### src/rtl/multi_byte_adder_seq.sv
// Byte-serial wide adder: drives one shared external 8-bit adder, LSB byte first.
// Optional subtract support is compiled in with `define MBA_SUB_EN.
module multi_byte_adder_seq #(
    parameter int unsigned N_BYTES = 4
) (
    input  logic                   clk,
    input  logic                   rst_n,
    input  logic                   start,
    input  logic [8*N_BYTES-1:0]   a,
    input  logic [8*N_BYTES-1:0]   b,
    input  logic                   cin,
`ifdef MBA_SUB_EN
    input  logic                   sub,
`endif
    output logic [7:0]             add_a,
    output logic [7:0]             add_b,
    output logic                   add_cin,
    input  logic [7:0]             add_sum,
    input  logic                   add_cout,
    output logic                   busy,
    output logic                   done,
    output logic [8*N_BYTES-1:0]   sum,
    output logic                   cout,
    output logic                   zero
);

    localparam int unsigned W     = 8 * N_BYTES;
    localparam int unsigned IDX_W = (N_BYTES > 1) ? $clog2(N_BYTES) : 1;

    typedef enum logic [1:0] {
        S_IDLE,
        S_RUN,
        S_DONE
    } state_t;

    state_t             state_q, state_d;
    logic [W-1:0]       a_q, a_d;
    logic [W-1:0]       b_q, b_d;
    logic               c_q, c_d;
    logic [IDX_W-1:0]   idx_q, idx_d;
    logic [W-1:0]       sum_q, sum_d;
    logic               cout_q, cout_d;
    logic               zero_q, zero_d;
    logic               last_byte;

    assign last_byte = (idx_q == IDX_W'(N_BYTES - 1));

    always_ff @(posedge clk or negedge rst_n) begin
        if (!rst_n) begin
            state_q <= S_IDLE;
        end else begin
            state_q <= state_d;
        end
    end

    always_comb begin
        state_d = state_q;
        case (state_q)
            S_IDLE:  if (start) state_d = S_RUN;
            S_RUN:   if (last_byte) state_d = S_DONE;
            S_DONE:  state_d = S_IDLE;
            default: state_d = S_IDLE;
        endcase
    end

    always_comb begin
        add_a   = '0;
        add_b   = '0;
        add_cin = 1'b0;
        busy    = 1'b0;
        done    = 1'b0;
        case (state_q)
            S_RUN: begin
                add_a   = a_q[8*idx_q +: 8];
                add_b   = b_q[8*idx_q +: 8];
                add_cin = c_q;
                busy    = 1'b1;
            end
            S_DONE: begin
                busy = 1'b1;
                done = 1'b1;
            end
            default: ;
        endcase
    end

    always_comb begin
        a_d    = a_q;
        b_d    = b_q;
        c_d    = c_q;
        idx_d  = idx_q;
        sum_d  = sum_q;
        cout_d = cout_q;
        zero_d = zero_q;
        case (state_q)
            S_IDLE: begin
                if (start) begin
                    a_d   = a;
                    b_d   = b;
                    c_d   = cin;
                    idx_d = '0;
`ifdef MBA_SUB_EN
                    // a - b as a + ~b + 1: invert once at latch time, force carry-in
                    if (sub) begin
                        b_d = ~b;
                        c_d = 1'b1;
                    end
`endif
                end
            end
            S_RUN: begin
                sum_d[8*idx_q +: 8] = add_sum;
                c_d   = add_cout;
                idx_d = idx_q + 1'b1;
                if (last_byte) begin
                    cout_d = add_cout;
                    zero_d = (sum_d == '0);
                end
            end
            default: ;
        endcase
    end

    always_ff @(posedge clk or negedge rst_n) begin
        if (!rst_n) begin
            a_q    <= '0;
            b_q    <= '0;
            c_q    <= 1'b0;
            idx_q  <= '0;
            sum_q  <= '0;
            cout_q <= 1'b0;
            zero_q <= 1'b0;
        end else begin
            a_q    <= a_d;
            b_q    <= b_d;
            c_q    <= c_d;
            idx_q  <= idx_d;
            sum_q  <= sum_d;
            cout_q <= cout_d;
            zero_q <= zero_d;
        end
    end

    assign sum  = sum_q;
    assign cout = cout_q;
    assign zero = zero_q;

endmodule

### config.mk
export PLATFORM = sky130hd
export DESIGN_NAME = multi_byte_adder_seq
export DESIGN_NICKNAME = d
export VERILOG_FILES = /design/src/rtl/multi_byte_adder_seq.sv
export SDC_FILE = /design/constraint.sdc
export NUM_CORES = 1
export LEC_CHECK = 0
export BUFFER_PORTS_ARGS = -buffer_cell sky130_fd_sc_hd__buf_2
export CAP_MARGIN = 20
export CELL_PAD_IN_SITES_DETAIL_PLACEMENT = 0
export CELL_PAD_IN_SITES_GLOBAL_PLACEMENT = 1
export CORE_MARGIN = 2
export CORE_UTILIZATION = 42
export DETAILED_ROUTE_END_ITERATION = 8
export PLACE_DENSITY = 0.81
export SYNTH_ARGS = -nofsm -noshare
export SYNTH_HDL_FRONTEND = slang
export SYNTH_SLANG_ARGS = --single-unit
### constraint.sdc
create_clock -name clk -period 3.4 [get_ports clk]
set_clock_uncertainty 0.05 [all_clocks]
set_input_delay 0.68 -clock clk [delete_from_list [all_inputs] [get_ports clk]]
set_output_delay 0.68 -clock clk [all_outputs]
set_load 0.02 [all_outputs]
==> out/metrics.cfg <==
[status]
status = finished, final reports clean

[critical_path]
worstPathBufferInverterCount = 2
end_kind = primary output
critPathArrivalTime_ns = 2.09
start_kind = flop
cp_slowest_cell = dfrtp_1
r2r_slack_ns = 0.99
path_class = flop to primary output
reg2regPathDepth = 7
crit_end = add_a[7]
cp.depth = 4
cp-startpoint = idx_q[0]$_DFFE_PN0P_
slowest_delay_ns = 0.59
timing.rr.end = zero$_DFFE_PN0P_
critical_path_required_ns = 2.67
path_max_fanout = 19
cp_cell_sequence = buf_12 -> mux4_2 -> and2_1 -> buf_2
timing.rr.start = idx_q[0]$_DFFE_PN0P_
cp_top_family = flip-flops

[final_layout]
layout_commonest_cell = buf_2
fillers = 977
final_util_pct = 52.56
final_cell_mix = buf_2, dfrtp_1, mux2_2
nNetsFinal = 557
drive_gt1_share_pct = 50.84
layout.cells.non_filler = 617
syn_to_final_growth_pct = 21.81
design_area_um2 = 5723

[floorplanning]
start_util_pct = 43.15
die-area_um2 = 12050
die_w_um = 109.8
rows = 38
coreArea_um2 = 10890
die_h_um = 109.8
num_io_pins = 130

[synth]
ys_warn_count = 0
muxShareOfSynthArea_pct = 23.46
yosys.area_share.simple_pct = 8.096
synth_fa_ha_area_share_pct = 2.397
yosysSeqAreaShare_pct = 54.86
ys_types = 39
synth_nets = 428
ys_ff_latch = 103
syn-instance-count = 342
synth_top_family_by_area = multiplexers
synth-xor-area-share_pct = 0
synth_area_um2 = 4698
postSynthAreaPerCell_um2 = 13.74
synth_compound_gate_area_share_pct = 9.188

[global_route]
grt_pass1_vias = 3560
grt_first_pass_wirelength_um = 17360
overflow = 0
grt_usage_pct = 18.90
grt_max_degree = 61
antenna_found_initial = 3
met2_usage_pct = 30.16
grt_use_met3_pct = 6.165
gr-max-usage-layer = met2
met1_usage_pct = 24.29

[sta]
setup_ws_ns = 0.5848
post-route-min-period_ns = 2.815
slew_viol_final = 0
timing.hold.ws_ns = 0.2410
worst_pin_slew_ns = 0.7137
setup_viol = 0
hold_viol_final = 0
rsz0062_at_grt = no
fmax_mhz = 355.2
max_slew_margin_pct = 52.25
fin_crit_sh_pct = 82.80
setup_tns_ns = 0

[cts]
clock_sinks = 103
hold_buffers = 0
cts_tree = done
post_cts_resized = 0
cts_buffers = 9
clkTransAtPathRegs_ns = 0.10
cts_buffer_depth = 2
cts_root_buf = clkbuf_8
cts_setup_buffers = 0
clock_latency_ns = 0.37
htree_levels = 3

[min_path]
min_path_type = primary input to asynchronous set/reset pin

[route]
drt_iter0_drc = 114
drtAntennaViolNets = 0
first_pass_iters = 4
wire_per_inst_um = 17.57
drcViolationCount = 0
routed_via_density = 5.420
totalWireLength_um = 10840
routed-via-count = 3344

[placement]
dp_hpwl_um = 7974
gp_congestion = 0.8075
port_buffers = 129
place_ws_ns = 0.9780
dpl_cell_area_um2 = 5543
dp_cells = 600

[pwr]
power_switching_mw = 2.023
power_density_nw_per_um2 = 930.5
p_int_mw = 3.302
swShare_pct = 38.00
power_mw = 5.325
p_comb_share_pct = 47.5
peakVddDrop_uv = 418.1
clock_power_share_pct = 13.5
p_leak_nw = 2.732
pwr-share-seq_pct = 39.0

[flow_run]
maxCapViolCount = 0

[state kept, by name, indices dropped and copies added (netlist names)]
| name | cells |
|---|---|
| a_q | 32 |
| b_q | 32 |
| zero | 1 |
| state_q | 2 |
| cout | 1 |
| idx_q | 2 |
| sum | 32 |
| c_q | 1 |
[worst min-delay path by stage]
stage	start	slack, ns	to	depth (start not counted)
2_1_floorplan	rst_n	0.33	a_q[0]$_DFFE_PN0P_	0
4_1_cts	rst_n	0.26	state_q[0]$_DFFE_PN0P_	1
5_1_grt	rst_n	0.28	state_q[0]$_DFFE_PN0P_	1
3_3_place_gp	b_q[22]$_DFFE_PN0P_	0.43	b_q[22]$_DFFE_PN0P_	1
6_report	rst_n	0.24	sum[11]$_DFFE_PN0P_	1
3_5_place_dp	a_q[28]$_DFFE_PN0P_	0.44	a_q[28]$_DFFE_PN0P_	1
[kinds of logic after synthesis]
logic type      count (synthesis)
compound gates                 55
fa+ha+maj                       9
buf+inv                        24
flops                         103
mux                            82
simple gates                   69
[Yosys cell counts]
cell type | n | area share [%]
dfrtp_1 | 103 | 55
mux2_2 | 65 | 16
a22o_1 | 25 | 4.7
and2_1 | 18 | 2.4
nand2_1 | 18 | 1.4
mux4_2 | 16 | 7.7
clkbuf_1 | 14 | 1.1
ha_1 | 9 | 2.4
nor2_1 | 8 | 0.64
o21ai_0 | 8 | 0.85
a21oi_1 | 7 | 0.75
inv_1 | 6 | 0.48
nor4_1 | 5 | 0.67
a22o_2 | 4 | 0.85
nor3_1 | 4 | 0.43
buf_2 | 3 | 0.32
nand3b_1 | 3 | 0.48
nand2b_1 | 2 | 0.27
nand3_1 | 2 | 0.21
o22ai_1 | 2 | 0.27
or3_1 | 2 | 0.27
a21o_1 | 1 | 0.16
a221oi_2 | 1 | 0.32
a22oi_1 | 1 | 0.16
a311oi_1 | 1 | 0.19
a32o_1 | 1 | 0.21
and3_1 | 1 | 0.13
buf_1 | 1 | 0.080
mux2i_1 | 1 | 0.21
nand4_1 | 1 | 0.13
nand4b_1 | 1 | 0.19
nand4bb_1 | 1 | 0.24
nor3_2 | 1 | 0.21
nor4bb_1 | 1 | 0.21
o21bai_1 | 1 | 0.16
o31ai_1 | 1 | 0.16
o31ai_2 | 1 | 0.27
o41ai_1 | 1 | 0.19
or3b_2 | 1 | 0.19
[area by class of cell]
class	count	area (µm²)	share of cell area, %
diodes	1	2.502	0.04373
clock buffers	9	123.9	2.164
clock inverters	7	53.80	0.9401
inverters	6	22.52	0.3935
multi-input cells	215	2029	35.46
flip-flops and latches	103	2577	45.04
well taps	140	175.2	3.061
repair buffers	136	738.2	12.90
[per-layer routing]
| layer | part of all wire, % | wire [µm] |
|---|---|---|
| met1 | 42 | 4583 |
| met2 | 48 | 5178 |
| met3 | 8.3 | 905 |
| met4 | 1.5 | 168 |
| met5 | 0.065 | 7 |
[power by group through the flow]
stage / sequential (mW) / combinational (mW) / clock [mW]
2_1_floorplan: 2.12 / 1.78 / 0
3_3_place_gp: 2.08 / 2.49 / 0
3_5_place_dp: 2.10 / 2.55 / 0
4_1_cts: 2.08 / 2.56 / 0.745
5_1_grt: 2.15 / 2.77 / 0.788
6_report: 2.08 / 2.53 / 0.719
Note: power is estimated with default switching activity, not from simulation.
